==> config.mk <==
export PLATFORM = sky130hd
export DESIGN_NAME = alu_seq
export DESIGN_NICKNAME = d
export VERILOG_FILES = /design/src/rtl/alu_seq.sv
export SDC_FILE = /design/constraint.sdc
export NUM_CORES = 1
export LEC_CHECK = 0
export CAP_MARGIN = 20
export CORE_ASPECT_RATIO = 1.25
export CORE_MARGIN = 5
export CORE_UTILIZATION = 51
export DETAILED_ROUTE_END_ITERATION = 6
export GPL_TIMING_DRIVEN = 0
export PLACE_DENSITY = 0.78
export SLEW_MARGIN = 10
export SYNTH_ARGS = -nofsm -noshare
export SYNTH_HDL_FRONTEND = slang
export SYNTH_SLANG_ARGS = --single-unit
export TNS_END_PERCENT = 50
==> constraint.sdc <==
create_clock -name clk -period 3.54 [get_ports clk]
set_input_delay 0.708 -clock clk [delete_from_list [all_inputs] [get_ports clk]]
set_output_delay 0.708 -clock clk [all_outputs]
set_load 0.005 [all_outputs]
==> src/rtl/alu_seq.sv <==
// alu_seq: registered WIDTH-bit ALU with valid/ready handshakes on both sides.
// Define ALU_SEQ_MUL_EN to build opcode 9 (MUL) as an iterative shift-add unit.
module alu_seq #(
  parameter int unsigned WIDTH = 8
) (
  input  logic             clk,
  input  logic             rst,
  input  logic             in_valid,
  output logic             in_ready,
  input  logic [WIDTH-1:0] a,
  input  logic [WIDTH-1:0] b,
  input  logic [3:0]       op,
  output logic             out_valid,
  input  logic             out_ready,
  output logic [WIDTH-1:0] result,
  output logic             carry,
  output logic             zero,
  output logic             neg,
  output logic             ovf,
  output logic             illegal
);
  localparam int unsigned SHW = $clog2(WIDTH);

`ifdef ALU_SEQ_MUL_EN
  typedef enum logic [1:0] {StIdle, StBusy, StDone} state_e;
`else
  typedef enum logic [0:0] {StIdle, StDone} state_e;
`endif

  state_e state_q, state_d;
  logic   accept, load_res;

  logic [WIDTH-1:0] result_q, res_d, alu_res;
  logic             carry_q, zero_q, neg_q, ovf_q, illegal_q;
  logic             carry_d, ovf_d, ill_d, alu_carry, alu_ovf, alu_ill;

  logic [WIDTH:0]   sum, diff, shl_full, shr_full;
  logic signed [WIDTH:0] asr_full;
  logic [31:0]      sh32, sh_rot;
  logic [WIDTH-1:0] rol;

  assign accept = in_valid & in_ready;

`ifdef ALU_SEQ_MUL_EN
  localparam int unsigned CW = $clog2(WIDTH + 1);
  logic [2*WIDTH-1:0] prod_q;
  logic [WIDTH-1:0]   mcand_q;
  logic [CW-1:0]      cnt_q;
  logic [WIDTH:0]     psum;
  logic               start_mul, mul_last, mul_done;

  assign start_mul = accept & (op == 4'd9);
  assign mul_last  = cnt_q == CW'(WIDTH);
  assign mul_done  = (state_q == StBusy) & mul_last;
  assign psum      = {1'b0, prod_q[2*WIDTH-1:WIDTH]} + (prod_q[0] ? {1'b0, mcand_q} : '0);

  // Product starts as {0, b}; each step conditionally adds a into the high half and shifts right.
  always_ff @(posedge clk) begin
    if (rst) begin
      cnt_q <= '0;
    end else if (start_mul) begin
      mcand_q <= a;
      prod_q  <= {{WIDTH{1'b0}}, b};
      cnt_q   <= '0;
    end else if ((state_q == StBusy) && !mul_last) begin
      prod_q <= {psum, prod_q[WIDTH-1:1]};
      cnt_q  <= cnt_q + 1'b1;
    end
  end
`endif

  always_ff @(posedge clk) begin
    if (rst) state_q <= StIdle;
    else     state_q <= state_d;
  end

  always_comb begin
    state_d = state_q;
    unique case (state_q)
      StIdle:  if (in_valid) state_d = StDone;
`ifdef ALU_SEQ_MUL_EN
      StBusy:  if (mul_last) state_d = StDone;
`endif
      StDone:  if (out_ready) state_d = in_valid ? StDone : StIdle;
      default: state_d = StIdle;
    endcase
`ifdef ALU_SEQ_MUL_EN
    if (start_mul) state_d = StBusy;
`endif
  end

  // in_ready is held low during reset so operands presented under reset are never taken.
  always_comb begin
    in_ready  = ~rst & ((state_q == StIdle) | ((state_q == StDone) & out_ready));
    out_valid = state_q == StDone;
`ifdef ALU_SEQ_MUL_EN
    load_res  = (accept & (op != 4'd9)) | mul_done;
`else
    load_res  = accept;
`endif
  end

  assign sum      = {1'b0, a} + {1'b0, b};
  assign diff     = {1'b0, a} - {1'b0, b};
  assign sh32     = 32'(b[SHW-1:0]);
  assign shl_full = {1'b0, a} << sh32;
  assign shr_full = {a, 1'b0} >> sh32;
  assign asr_full = $signed({a, 1'b0}) >>> sh32;
  // Rotation is modulo WIDTH; sh is always below 2*WIDTH so one subtraction suffices.
  assign sh_rot   = (sh32 >= WIDTH) ? sh32 - WIDTH : sh32;
  assign rol      = (a << sh_rot) | (a >> (WIDTH - sh_rot));

  always_comb begin
    alu_res   = '0;
    alu_carry = 1'b0;
    alu_ovf   = 1'b0;
    alu_ill   = 1'b0;
    case (op)
      4'd0: begin
        alu_res   = sum[WIDTH-1:0];
        alu_carry = sum[WIDTH];
        alu_ovf   = (a[WIDTH-1] == b[WIDTH-1]) & (sum[WIDTH-1] != a[WIDTH-1]);
      end
      4'd1: begin
        alu_res   = diff[WIDTH-1:0];
        alu_carry = diff[WIDTH];
        alu_ovf   = (a[WIDTH-1] != b[WIDTH-1]) & (diff[WIDTH-1] != a[WIDTH-1]);
      end
      4'd2:  alu_res = a & b;
      4'd3:  alu_res = a | b;
      4'd4:  alu_res = a ^ b;
      4'd5:  alu_res = ~(a ^ b);
      4'd6: begin
        alu_res   = shl_full[WIDTH-1:0];
        alu_carry = shl_full[WIDTH];
      end
      4'd7: begin
        alu_res   = shr_full[WIDTH:1];
        alu_carry = shr_full[0];
      end
      4'd8: begin
        alu_res   = asr_full[WIDTH:1];
        alu_carry = asr_full[0];
      end
      4'd10:   alu_res = rol;
      default: alu_ill = 1'b1;
    endcase
  end

  always_comb begin
    res_d   = alu_res;
    carry_d = alu_carry;
    ovf_d   = alu_ovf;
    ill_d   = alu_ill;
`ifdef ALU_SEQ_MUL_EN
    if (mul_done) begin
      res_d   = prod_q[WIDTH-1:0];
      carry_d = |prod_q[2*WIDTH-1:WIDTH];
      ovf_d   = 1'b0;
      ill_d   = 1'b0;
    end
`endif
  end

  always_ff @(posedge clk) begin
    if (rst) begin
      result_q  <= '0;
      carry_q   <= 1'b0;
      zero_q    <= 1'b0;
      neg_q     <= 1'b0;
      ovf_q     <= 1'b0;
      illegal_q <= 1'b0;
    end else if (load_res) begin
      result_q  <= res_d;
      carry_q   <= carry_d;
      zero_q    <= res_d == '0;
      neg_q     <= res_d[WIDTH-1];
      ovf_q     <= ovf_d;
      illegal_q <= ill_d;
    end
  end

  assign result  = result_q;
  assign carry   = carry_q;
  assign zero    = zero_q;
  assign neg     = neg_q;
  assign ovf     = ovf_q;
  assign illegal = illegal_q;

endmodule

# After elaboration in Yosys (flattened, before gate mapping)
# Index checks and enable logic that the tools add are counted.
# word_totals
register_bits	14
latch_bits	0
ramBits	0
mem_bits_ro	0
inputBits	24
out_inout_bits	15
wordCells	54
mem_count	0
# op_classes
addsub	4
n_mul	0
div	0
n_lt_le_gt_ge	1
eq_ne	13
n_shift	5
n_mux	8
bitwise_logic	13
reduce_logical	3
# ops
op	count
$pmux 8 s10	1
$mux 32	1
$shl 8x32->8	1
$shr 8x32->8	1
$sub 4x32->32 const A	1
$eq 4x3->1 const B	4
$or 8x8->8	2
$reduce_or 10->1	1
$add 8x8->9	1
$shl 8x3->9	1
$shr 9x3->9	1
$sshr 9x3->9	1
$sub 8x8->9	1
$and 8x8->8	1
$eq 4x2->1 const B	2
$eq 4x4->1 const B	2
$logic_not 8->1	1
$not 8->8	1
$xor 8x8->8	1
$and 1x1->1	5
$pmux 1 s5	1
$sub 3x4->5 const B	1
$eq 4x1->1 const B	1
$ge 3x4->1 const B	1
7 further kinds	13

# Logic depth before layout (Yosys ltp)
# logic_depth
depth_word	7
ltp_mapped	11
ltp_nobuf	10

# Least setup slack after synthesis
# OpenSTA, ideal clock, no wires.
# synth_timing
path_type	input port to flip-flop
start	input port b[1]
end	register zero_q, in the netlist zero
setup_ps	96
arrival_ps	3393
t_required_ps	3444
slack_ps	52
stages	11
path_buffers	2
cell_sequence	buf_6 -> clkinv_1 -> ha_1 -> buf_6 -> mux4_2 -> nand4_1 -> a21oi_1 -> a2111oi_1 -> nand4_1 -> or4_1 -> o41ai_2
# synth_between
elab_chain_len	7
word_cells_on_any_way	18
cone_classes	add/sub: 4; order compare: 1; shift: 5; mux: 2; bitwise: 5; reduce/logical: 1
# synth_rtl
item	line_no	source
start, declared	11	input logic [WIDTH-1:0] b,
$sub 3x4->5 / $ge 3x4->1 (equally long branches)	110	assign sh_rot = (sh32 >= WIDTH) ? sh32 - WIDTH : sh32;
$mux 32	110	
$sub 4x32->32	111	assign rol = (a << sh_rot) | (a >> (WIDTH - sh_rot));
$shr 8x32->8	111	
$or 8x8->8	111	
$pmux 8 s10 (*)	118	case (op)
$logic_not 8->1 (*)	176	zero_q <= res_d == '0;
end signal, assigned	169	zero_q <= 1'b0;
end signal, assigned	176	
end, declared	34	logic carry_q, zero_q, neg_q, ovf_q, illegal_q;
# Every way passes the cells marked *; elsewhere a longest branch is shown, timed or not.
# A chain may end at the register's enable or synchronous reset.

# Worst setup path after layout
# layout_timing
start	input port a[2]
end	register zero_q, in the netlist zero
# layout_between
elab_chain_len	4
word_cells_on_any_way	14
cone_classes	add/sub: 2; shift: 5; mux: 1; bitwise: 5; reduce/logical: 1
# layout_rtl
item	line_no	source
start, declared	10	input logic [WIDTH-1:0] a,
branches (longest 2 deep; another with $sub 8x8->9)	--	
$pmux 8 s10 (*)	118	
$logic_not 8->1 (*)	176	
# Mark *: on every way between the ends.

==> out/metrics.csv <==
stage,metric,value,unit
run,Max Cap Viol,0,
logic_synthesis,Yosys warning total,0,
worst_setup_path,crit path launch type,primary input,
clock_network,"CTS clk-pin slew, worst paths",0.06,ns
layout,count of nets after finishing,445,
timing,minimum clock period,3.49,ns
timing,setup repair after global routing missed its margin,yes,
drt,DRC viols,0,
timing,clock skew after layout,0.00478,ns
clock_network,clock tree sinks,13,
layout,share of layout cells above drive strength 1,0.166,
timing,hold violation total from the final report,0,
drt,final antenna-violating net count,0,
logic_synthesis,Unique masters post-synth,77,
placed_design,IO Port Bufs,36,
hold_path,type of the worst min-delay path,flop to flop,
drt,final routed wirelength across all metal layers,9.62,mm
die,chip height,92.5,µm
worst_setup_path,"Max FO, Critical Path",7,
worst_setup_path,FF-to-FF setup slack,0.81,ns
clock_network,TritonCTS clock tree,built,
clock_network,Clk Tree Root Cell,sky130_fd_sc_hd__clkbuf_8,
clock_network,level count of the clock H-tree,1,
timing,slew at the pin with the worst max-slew slack,0.792,ns
drt,DRT Pass-1 Iters,5,
worst_setup_path,Slowest cell on crit path,sky130_fd_sc_hd__clkdlybuf4s50_1,
hold_path,Worst Hold Path Cells,2,
worst_setup_path,data arrival at the endpoint of the critical path,3.64,ns
placed_design,Cells after DPL,448,
power_and_ir_drop,Max IR drop VDD,0.000102,V
worst_setup_path,endpoint required time on the critical path,3.69,ns
worst_setup_path,FF-to-FF Start,out_valid,
clock_network,CTS Hold Buffers Added,0,
layout,"most common cell after layout, fill and taps aside",sky130_fd_sc_hd__clkdlybuf4s50_1,
worst_setup_path,startpoint-to-endpoint class of the critical path,primary input to flop,
worst_setup_path,endpoint of the most critical register-to-register path,zero,
global_routing,maximum number of pins on one net before global-route repair,13,
logic_synthesis,"FF+latch count, synth",13,
logic_synthesis,number of flops mapped to enable cells by yosys,0,
timing,Final Max Slew Viols,0,
placed_design,gpl congestion,1.09,
timing,total negative setup slack,0,ns
logic_synthesis,Post-synth ARST share,0,
placed_design,post-detailed-placement cell area,3230,µm²
drt,Avg WL per Cell,21.1,µm
power_and_ir_drop,Pwr per Cell Area,214,nW/µm²
die,die span in x,76.0,µm
global_routing,vias in the first global route,2955,
clock_network,later-pin clock latency in the skew report,0.24,ns
logic_synthesis,instance count of the mapped netlist,348,
die,area of the die,7030,µm²
worst_setup_path,cell chain of the critical path,"clkdlybuf4s50_1, inv_2, ha_4, inv_1, a21oi_2, mux2i_1, xnor2_1, a211o_1, or4_1, o41ai_2",
drt,Vias/cell,6.85,
layout,ant diodes,0,
timing,part of the cycle the worst path needs,0.985,
run_status,result of the run,finished clean,
timing,Worst slew margin,0.471,
logic_synthesis,sequential element share of the synthesized area,0.0937,
timing,Setup-failing EPs final,0,
logic_synthesis,post-synthesis instance area,2780,µm²
hold_path,Worst Min Path Start,ovf,
global_routing,initial antenna violation count,0,
die,Rows,30,
die,ports placed on the boundary,39,
worst_setup_path,r2r worst-path depth,7,
global_routing,total track usage,0.264,
placed_design,Detail Placement HPWL,7.50,mm
drt,number of DRC markers in iteration 0,349,
die,Std-Cell Core Area,5370,µm²
logic_synthesis,syn_area_per_cell,7.99,µm²
layout,most used cells in the layout excluding fill and tap cells,"sky130_fd_sc_hd__clkdlybuf4s50_1 (30), sky130_fd_sc_hd__nor2_1 (26), sky130_fd_sc_hd__nand2_1 (25), sky130_fd_sc_hd__ha_1 (25)",
timing,FMAX,0.287,GHz
logic_synthesis,Synth Flop Type,sky130_fd_sc_hd__dfxtp_1,
layout,final instance count without filler cells,456,
hold_path,hold path endpoint,ovf,
layout,post-route cell area,3350,µm²
clock_network,number of clock buffers inserted by TritonCTS,3,
global_routing,grt total ovfl,0,
logic_synthesis,number of nets produced by synthesis,400,
power_and_ir_drop,Static Leak,0.00133,µW
worst_setup_path,max incr delay on CP,0.69,ns
layout,Layout Utilization,0.625,
drt,Vias,3124,
global_routing,global-route wire length before repair,15.3,mm
worst_setup_path,nature of the critical path endpoint,flop,
die,initial core utilization,0.518,
clock_network,clock buffer depth,2,
layout,area grow syn2layout,20.7,%
==> worst max-delay path: cells and delay by family <==
kind | cells | cell delay [ns]
AOI/OAI and AO/OA | 3 | 0.79
and+or+nand+nor | 1 | 0.54
xor gates and xnor gates | 1 | 0.19
muxes | 1 | 0.10
buffers and inverters | 3 | 0.96
adders and majority gates | 1 | 0.33
==> registers in the layout, indices dropped and copies added, names as in the netlist <==
register / cells
carry: 1
illegal: 1
out_valid: 1
ovf: 1
result: 8
zero: 1
==> synthesized netlist by cell type (all sizes together), types with 3 or more instances <==
| library cell | number | share of area |
|---|---|---|
| ha | 26 | 0.12 |
| nand2 | 26 | 0.036 |
| nor2 | 26 | 0.035 |
| inv | 23 | 0.031 |
| o21ai | 20 | 0.036 |
| buf | 16 | 0.037 |
| a21oi | 15 | 0.027 |
| dfxtp | 13 | 0.094 |
| mux4 | 12 | 0.10 |
| clkbuf | 11 | 0.015 |
| nand3 | 8 | 0.014 |
| a22o | 7 | 0.022 |
| mux2i | 7 | 0.025 |
| nand2b | 7 | 0.016 |
| nand3b | 6 | 0.016 |
| nor2b | 6 | 0.014 |
| nor3 | 6 | 0.011 |
| o211ai | 6 | 0.016 |
| o22ai | 6 | 0.014 |
| xnor2 | 6 | 0.022 |
| a211o | 5 | 0.016 |
| xor2 | 5 | 0.016 |
| a221oi | 4 | 0.015 |
| mux2 | 4 | 0.016 |
| nor3b | 4 | 0.013 |
| o21bai | 4 | 0.011 |
| o31ai | 4 | 0.011 |
| or3 | 4 | 0.011 |
| a22oi | 3 | 0.0081 |
| o31a | 3 | 0.0095 |
| o32ai | 3 | 0.0095 |
| or3b | 3 | 0.0095 |
==> metrics by stage <==
step	hold WS, ns	power (µW)	setup WS (ns)
floorplan	0.452	428	0.0516
global placement	0.437	556	-1.14
detailed placement	0.469	560	-1.17
CTS	0.480	703	0.0325
global route	0.499	757	-0.0529
finish	0.478	719	0.0522
==> worst max-delay path by stage <==
stage,startpoint,end,slack (ns),cells past startpoint
3_5_place_dp,b[1],zero,-1.17,12
4_1_cts,a[2],zero,0.03,10
2_1_floorplan,b[1],zero,0.05,11
3_3_place_gp,b[1],zero,-1.14,12
5_1_grt,b[0],zero,-0.05,12
6_report,a[2],zero,0.05,10
==> report_power, final <==
| group | internal (µW) | switching (µW) |
|---|---|---|
| Clock | 79.6 | 56.5 |
| Combinational | 190 | 234 |
| Sequential | 155 | 4.62 |
| Total | 425 | 295 |
==> metal layers <==
| layer | GRT usage | routed length (µm) |
|---|---|---|
| met3 | 0.0272 | 764 |
| met4 | 0.114 | 418 |
| met5 | 0 | 0 |
| met2 | 0.451 | 4630 |
| met1 | 0.335 | 3810 |
==> cell type report <==
cell class,instances,area (µm²)
plain buffers,24,143
multi-input cells,284,2320
fillers,503,2010
clock buffers,4,45.0
flip-flops and latches,13,260
repair buffers,43,398
inverters,24,103
well taps,64,80.1
==> cell families (layout without fill, tap and decap cells) <==
family                     Yosys count  in the layout  synth area share
AOI/OAI and AO/OA                  112            112             0.297
xor gates and xnor gates            11             11            0.0374
adders and majority gates           28             28             0.131
buffers and inverters               51             95            0.0842
DFF                                 13             13            0.0937
muxes                               23             23             0.143
and+or+nand+nor                    110            110             0.213
==> timing repair <==
item | 4_1_cts | 5_1_grt
setup endpoints to repair | 9 | 3
setup buffers | 6 | 1
resized for setup | 16 | 9
pin swaps | 3 | 2
(Power assumes the default switching activity.)
